--- src/rtl/perceptron_ctrl.sv ---
// perceptron_ctrl
// Sequencer for a 3-word perceptron weight memory (bias w0, w1, w2 in Q9).
// Each accepted start reads all weights and accumulates w0 + w1*x1 + w2*x2
// (each product in Q9). It then registers the class decision. In training
// mode a misclassification makes it write the perceptron-rule update back.
//
// Ports:
//   clk, rst_n          clock, asynchronous active-low reset
//   start               one-cycle request, honoured only in IDLE
//   train, x1, x2,      operation arguments, latched when start is accepted
//   target
//   busy, done          busy covers RD..DONE; done pulses in the DONE cycle
//   y_out, sum_out      decision and saturated sum, updated in DECIDE
//   mem_ena, wr_rd,     weight-memory port (synchronous, rdata one cycle
//   addr, wdata, rdata  after a read); addr/wdata hold while mem_ena=0
//   state_dbg           current FSM state, for observation only
//
// Memory handshake: the controller is the only master. A cycle with
// mem_ena=1 is an access: wr_rd=1 writes wdata to addr, wr_rd=0 reads addr
// and the word appears on rdata in the following cycle. There is no stall.
module perceptron_ctrl #(
   parameter int N_W  = 3,
   parameter int DW   = 16,
   parameter int FRAC = 9,
   parameter int AW   = 6,
   parameter int LR   = 256
) (
   input  logic          clk,
   input  logic          rst_n,
   input  logic          start,
   input  logic          train,
   input  logic [DW-1:0] x1,
   input  logic [DW-1:0] x2,
   input  logic          target,
   output logic          busy,
   output logic          done,
   output logic          y_out,
   output logic [DW-1:0] sum_out,
   output logic          mem_ena,
   output logic          wr_rd,
   output logic [AW-1:0] addr,
   output logic [DW-1:0] wdata,
   input  logic [DW-1:0] rdata,
   output logic [2:0]    state_dbg
);

   typedef enum logic [2:0] {
      S_IDLE, S_RD, S_LAST, S_DECIDE, S_WR, S_DONE
   } state_t;

   localparam logic signed [DW-1:0] ONE  = DW'(1 << FRAC);
   localparam logic signed [DW-1:0] LR_S = DW'(LR);
   localparam logic [1:0]           LAST_IDX = 2'(N_W - 1);
   localparam logic signed [2*DW-1:0] MAX_V = (2*DW)'((1 << (DW-1)) - 1);
   localparam logic signed [2*DW-1:0] MIN_V = -(2*DW)'(1 << (DW-1));

   function automatic logic signed [DW-1:0] sat(input logic signed [2*DW-1:0] v);
      if (v > MAX_V)      return MAX_V[DW-1:0];
      else if (v < MIN_V) return MIN_V[DW-1:0];
      else                return v[DW-1:0];
   endfunction

   state_t state, state_nx;
   logic [1:0] cnt;
   logic train_q, target_q;
   logic signed [DW-1:0] x1_q, x2_q, w0_q, w1_q, w2_q;
   logic signed [2*DW-1:0] acc;
   logic [AW-1:0] addr_q;
   logic [DW-1:0] wdata_q;

   logic cap_en;
   logic [1:0] cap_idx;
   logic signed [DW-1:0] cap_x, wr_x, wr_w, upd_sat;
   logic signed [2*DW-1:0] prod, term, lr_prod, delta, upd;
   logic y_dec;

   assign busy      = (state != S_IDLE);
   assign done      = (state == S_DONE);
   assign state_dbg = state;
   assign y_dec     = ~acc[2*DW-1];
   assign addr      = mem_ena ? AW'(cnt) : addr_q;
   assign wdata     = (mem_ena && wr_rd) ? upd_sat : wdata_q;

   always_comb begin
      state_nx = state;
      mem_ena  = 1'b0;
      wr_rd    = 1'b0;
      cap_en   = 1'b0;
      cap_idx  = cnt - 2'd1;
      case (state)
         S_IDLE:   if (start) state_nx = S_RD;
         S_RD: begin
            mem_ena = 1'b1;
            // rdata in RD cycle k carries the word read in cycle k-1
            cap_en  = (cnt != 2'd0);
            if (cnt == LAST_IDX) state_nx = S_LAST;
         end
         S_LAST: begin
            cap_en   = 1'b1;
            cap_idx  = LAST_IDX;
            state_nx = S_DECIDE;
         end
         S_DECIDE: state_nx = (train_q && (target_q != y_dec)) ? S_WR : S_DONE;
         S_WR: begin
            mem_ena = 1'b1;
            wr_rd   = 1'b1;
            if (cnt == LAST_IDX) state_nx = S_DONE;
         end
         S_DONE:   state_nx = S_IDLE;
         default:  state_nx = S_IDLE;
      endcase
   end

   // Datapath: product of the captured weight and its input, in Q9.
   always_comb begin
      case (cap_idx)
         2'd0:    cap_x = ONE;
         2'd1:    cap_x = x1_q;
         default: cap_x = x2_q;
      endcase
      prod = $signed(rdata) * cap_x;
      term = prod >>> FRAC;
   end

   // Write-back value: err is +1 when target=1 (decision was 0), else -1.
   always_comb begin
      case (cnt)
         2'd0:    begin wr_x = ONE;  wr_w = w0_q; end
         2'd1:    begin wr_x = x1_q; wr_w = w1_q; end
         default: begin wr_x = x2_q; wr_w = w2_q; end
      endcase
      lr_prod = LR_S * wr_x;
      delta   = lr_prod >>> FRAC;
      upd     = $signed({{DW{wr_w[DW-1]}}, wr_w}) + (target_q ? delta : -delta);
      upd_sat = sat(upd);
   end

   always_ff @(posedge clk or negedge rst_n) begin
      if (!rst_n) state <= S_IDLE;
      else        state <= state_nx;
   end

   always_ff @(posedge clk or negedge rst_n) begin
      if (!rst_n) begin
         cnt      <= 2'd0;
         train_q  <= 1'b0;
         target_q <= 1'b0;
         x1_q     <= '0;
         x2_q     <= '0;
         w0_q     <= '0;
         w1_q     <= '0;
         w2_q     <= '0;
         acc      <= '0;
         y_out    <= 1'b0;
         sum_out  <= '0;
         addr_q   <= '0;
         wdata_q  <= '0;
      end else begin
         if ((state == S_RD) || (state == S_WR))
            cnt <= (cnt == LAST_IDX) ? 2'd0 : cnt + 2'd1;
         else
            cnt <= 2'd0;

         if ((state == S_IDLE) && start) begin
            train_q  <= train;
            target_q <= target;
            x1_q     <= x1;
            x2_q     <= x2;
            acc      <= '0;
         end

         if (cap_en) begin
            acc <= acc + term;
            case (cap_idx)
               2'd0:    w0_q <= rdata;
               2'd1:    w1_q <= rdata;
               default: w2_q <= rdata;
            endcase
         end

         if (state == S_DECIDE) begin
            y_out   <= y_dec;
            sum_out <= sat(acc);
         end

         if (mem_ena) begin
            addr_q <= addr;
            if (wr_rd) wdata_q <= wdata;
         end
      end
   end

endmodule

--- config.mk ---
export PLATFORM = sky130hd
export DESIGN_NAME = perceptron_ctrl
export DESIGN_NICKNAME = d
export VERILOG_FILES = /design/src/rtl/perceptron_ctrl.sv
export SDC_FILE = /design/constraint.sdc
export NUM_CORES = 1
export LEC_CHECK = 0
export ABC_AREA = 1
export CAP_MARGIN = 20
export CORE_UTILIZATION = 45
export CTS_CLUSTER_SIZE = 40
export DETAILED_ROUTE_END_ITERATION = 10
export SLEW_MARGIN = 20
export SYNTH_ARGS = -nofsm -noshare
export SYNTH_HDL_FRONTEND = slang
export SYNTH_SLANG_ARGS = --single-unit
--- constraint.sdc ---
create_clock -name clk -period 10.8 [get_ports clk]
set_input_delay 1.08 -clock clk [delete_from_list [all_inputs] [get_ports clk]]
set_output_delay 1.08 -clock clk [all_outputs]
set_load 0.01 [all_outputs]
== Word-level counts from Yosys, hierarchy flattened ==
Index checks and enable logic that the tools add are counted.
Storage, ports and cells
  word-level logic and storage cells: 78
  register bits: 158
  output and inout bits: 46
  input bits: 53
Cells by class
  order comparisons: 4
  multipliers: 1
  equality and inequality tests: 12
  reductions and logical operators: 17
  muxes and demuxes: 23
  $add $sub $neg: 5
  bitwise gates (word level): 2
Operators by type and width (number)
  two-way mux 32 bit: 3
  one-hot mux 16 bit (2 select lines): 3
  two-way mux 16 bit: 5
  > comparator 32 x 16 -> 1 bit, second input constant: 2
  less-than comparator 32 x 16 -> 1 bit, second input constant: 2
  adder 16 x 32 -> 32 bit: 1
  adder 32 x 23 -> 32 bit: 1
  multiplier 16 x 16 -> 32 bit: 1
  negator 15 -> 32 bit: 1
  one-hot mux 3 bit (5 select lines): 1
  two-way mux 3 bit: 3
  AND reduction 2 bit: 4
  == test 3 x 2 -> 1 bit, second input constant: 2
  == test 3 bit, second input constant: 2
  two-way mux 2 bit: 3
  two-way mux 6 bit: 1
  inequality test 2 bit, second input constant: 3
  == test 2 x 1 -> 1 bit, second input constant: 2
  logical NOT 2 bit: 2
  nonzero test 2 bit: 2
  OR reduction 2 bit: 2
  == test 3 x 1 -> 1 bit, second input constant: 1
  logical AND 1 bit: 3
  logical NOT 3 bit: 1
  other kinds (10): 13

== Logic depth before layout (Yosys ltp) ==
  depth after elaboration: 9
  mapped depth: 47
  depth with buffers taken out: 45

== Worst setup path after synthesis ==
Ideal clock, no wire load.
  path type: reg-to-reg
  start: reg cnt[0]
  end: reg acc[29]
  arrival time: 8.245 ns
  path slack: 2.424 ns
  cell stages (with the launch flop): 35
  path buffers: 1
  path through: dfrtp_1 inv_1 ha_1 nand2_4 nor2_1 inv_1 buf_1 o22ai_2 inv_1 nor2_1 fa_1 fa_1 fa_1 fa_1 fa_1 fa_1 ha_1 a21oi_1 inv_1 a21oi_1 nor2_1 a2111oi_0 nand2_1 nand2_1 nand2_1 ha_1 nand2_1 nor4_1 nand2_1 o21ai_0 nand2_1 nand2_1 a21oi_1 o21ai_0 o21ai_0
On the way
  word-level cells in the longest chain between the ends: 7
RTL lines
  start: declaration: line 64  | logic [1:0] cnt;
  start signal: assignment: line 160  | cnt <= (cnt == LAST_IDX) ? 2'd0 : cnt + 2'd1;
  subtractor 2 x 1 -> 2 bit: line 89  | cap_idx = cnt - 2'd1;
  two-way mux 2 bit: line 90  | case (state)
  == test 2 x 1 -> 1 bit or logical NOT 2 bit (tied branches): line 116  | case (cap_idx)
  one-hot mux 16 bit (2 select lines): line 116
  multiplier 16 x 16 -> 32 bit: line 121  | prod = $signed(rdata) * cap_x;
  adder 32 x 23 -> 32 bit: line 173  | acc <= acc + term;
  two-way mux 32 bit: line 172  | if (cap_en) begin
  end signal: assignment: line 173
  end: declaration: line 67  | logic signed [2*DW-1:0] acc;
Several ways; a longest one is shown, not always the timed one.
A chain may end at the register's enable or synchronous reset.

== Worst setup path in the final report ==
  start: reg cnt[0]
  end: reg acc[28]
Same word-level chain as after synthesis.

==> impl_metrics.py <==
metrics = {
    "floorplan": {
        "io_pins": 99,
        "start_util_pct": 45.80,
        "die_h_um": 217.2,
        "die_area_mm2": 0.04716,
        "die_x_um": 217.2,
        "row_count": 78,
        "core_area_mm2": 0.04548,
    },
    "sta": {
        "period_share_pct": 91.91,
        "relSlewSlack_pct": 34.78,
        "fin_worst_skew_ns": 0.01721,
        "slew_violations": 0,
        "hold_viol_final": 0,
        "max_freq_ghz": 0.1007,
        "fin_crit_ns": 9.926,
        "tns_ns": 0,
        "rsz0062_at_grt": "no",
        "worst_pin_slew_ns": 0.9783,
        "setup_violations": 0,
    },
    "place": {
        "gp_congestion": 0.9126,
        "port_buffers": 98,
        "hpwl_mm": 53.09,
        "dp.cells": 3431,
    },
    "setup_path": {
        "start_kind": "flop",
        "r2r-start": "cnt[0]",
        "crit_slowest_cell": "fa_1",
        "worstPathMaxFanout": 14,
        "cpMostUsedCell": "fa_1",
        "crit_type": "flop to flop",
        "reg2reg_to": "acc[28]",
        "worstPathRequired_ns": 11.14,
        "r2r_cells": 33,
        "slowest_delay_ns": 0.90,
        "end_kind": "flop",
        "rrSetupSlack_ns": 0.87,
        "worstPathArrival_ns": 10.26,
    },
    "synth": {
        "synthTopCellsByArea": "fa_1 25%, dfrtp_1 19%, nand2_1 11%",
        "synth_fa_ha_area_share_pct": 34.28,
        "syn_nets": 3241,
        "yosys.area_share.simple_pct": 20.64,
        "syn_avg_cell_area_um2": 7.507,
        "ys_seq_area_share_pct": 18.98,
        "synth_ff_type": "dfrtp_1",
        "yosys-top-cells-count": "620 x nand2_1, 556 x inv_1, 308 x nor2_1",
        "synth_top_area_share_pct": 25.27,
        "synth_compound_area_share_pct": 11.39,
        "yosys_warnings": 0,
        "synth-xor-area-share_pct": 2.895,
        "synth_cells": 2775,
        "ys_types": 55,
        "synth_most_common_cell": "nand2_1",
        "netlist_area_mm2": 0.02083,
        "synthMuxAreaShare_pct": 0.1081,
        "synth_edf_count": 0,
        "synth_area_leader_cell": "fa_1",
        "async_flop_share_pct": 100.0,
        "synth_top_family_by_area": "adder cells",
        "ys_ff_latch": 158,
    },
    "layout": {
        "finalNonFillerCells": 3464,
        "final_nets": 3317,
        "layout-drive-gt1-share_pct": 3.596,
        "diodes": 0,
        "synthToLayoutAreaGrowth_pct": 11.14,
        "nFillCells": 4621,
    },
    "cts": {
        "htree_levels": 4,
        "worstSkewPairLatency_ns": 0.48,
        "path_clk_slew_ns": 0.07,
        "ctsResizeCount": 0,
        "cts_buffers": 17,
        "cts-root-buf": "clkbuf_16",
        "cts.sinks": 158,
        "holdBufCountCts": 0,
        "post_cts_buffers": 0,
        "cts_tree": "yes",
        "clockBufferDepth": 2,
    },
    "global_route": {
        "grt_pass1_wl_mm": 101.9,
        "track_usage_pct": 28.14,
        "grt_start_max_net_pins": 91,
        "grt_pass1_vias": 18857,
        "antenna_found_initial": 0,
        "grt_overflow": 0,
    },
    "detailed_routing": {
        "drt-initial-drc-count": 1423,
        "wl_per_cell_um": 18.38,
        "antenna_left": 0,
        "drc_errors": 0,
        "via_count": 18386,
        "routed_wl_mm": 63.68,
        "first_pass_iters": 6,
        "vias_per_cell": 5.308,
    },
    "worst_hold_path": {
        "hold_path.class": "flop to flop",
        "hold_end": "wdata_q[4]",
        "holdCritStartpoint": "wdata_q[4]",
        "whs_path_depth": 2,
    },
    "run": {
        "maxCapViolations": 0,
    },
    "outcome": {
        "status": "finished clean",
    },
}
## metrics by stage
stage | instance area [µm²] | hold WS, ns | utilization (%) | setup WS [ns]
2_1_floorplan | 20830 | 0.4428 | - | 2.424
5_1_grt | 23150 | 0.4890 | 50.91 | 0.1214
6_report | 23150 | 0.4725 | 50.91 | 0.8740
4_1_cts | 23120 | 0.4760 | 50.84 | 0.9103
3_5_place_dp | 22520 | 0.4597 | 49.51 | 0.8081
3_3_place_gp | 22520 | 0.4559 | 49.51 | 1.029
## worst max-delay path: cells and delay by family, from the launching register on
family,cells,cell delay [ns]
buf+inv,4,0.74
fa+ha+maj,9,4.73
compound gates,8,1.89
simple gates,12,1.98
flops,1,0.41
## worst max path at each step
| stage | cells after the start | start | endpoint |
|---|---|---|---|
| 2_1_floorplan | 34 | cnt[0] | acc[29] |
| 3_3_place_gp | 30 | rdata[14] | acc[29] |
| 3_5_place_dp | 28 | rdata[15] | acc[28] |
| 4_1_cts | 33 | cnt[0] | acc[28] |
| 5_1_grt | 33 | cnt[0] | acc[29] |
| 6_report | 33 | cnt[0] | acc[28] |
## state kept, by name, indices dropped and copies added (netlist names), 2 cells and up
register	count
w0_q	16
wdata_q	16
sum_out	16
addr_q	6
x2_q	16
state_dbg	3
x1_q	16
w2_q	16
acc	32
w1_q	16
cnt	2
## area by class of cell
cell class | instances | area (µm²) | area share, %
inverter | 567 | 2128 | 9.193
tap | 600 | 750.7 | 3.243
timing repair buffer | 132 | 1257 | 5.432
multi-input combinational | 1975 | 14460 | 62.44
clock buffer | 18 | 439.2 | 1.897
clock inverter | 14 | 165.2 | 0.7134
sequential | 158 | 3954 | 17.08
## metal layers
layer | share of wire, % | track usage [%] | wire length [µm]
met1 | 42 | 35.80 | 26890
met5 | 0 | 0 | 0
met4 | 3.7 | 10.42 | 2334
met3 | 5.5 | 4.598 | 3512
met2 | 49 | 47.99 | 30950
## cells by family (layout without fill, tap and decap cells)
group | Yosys count | in the layout
fa+ha+maj | 413 | 413
buf+inv | 642 | 731
mux | 2 | 2
flops | 158 | 158
compound gates | 421 | 421
xor+xnor | 68 | 68
simple gates | 1071 | 1071
## cells in the final DEF, fill, tap and decap left out, types with 23 or more instances in the layout
master and count:
nor2_1 308, o22ai_1 29, dfrtp_1 158, nand2_1 619
fa_1 263, buf_4 33, a21oi_1 155, nand3_1 67
inv_1 555, xnor2_1 27, nor3_1 23, clkdlybuf4s50_1 97
o21ai_0 162, xor2_1 40, ha_1 150
Power is not shown: default switching activity piles up to over one toggle a cycle in this logic, so the estimate is an artifact.
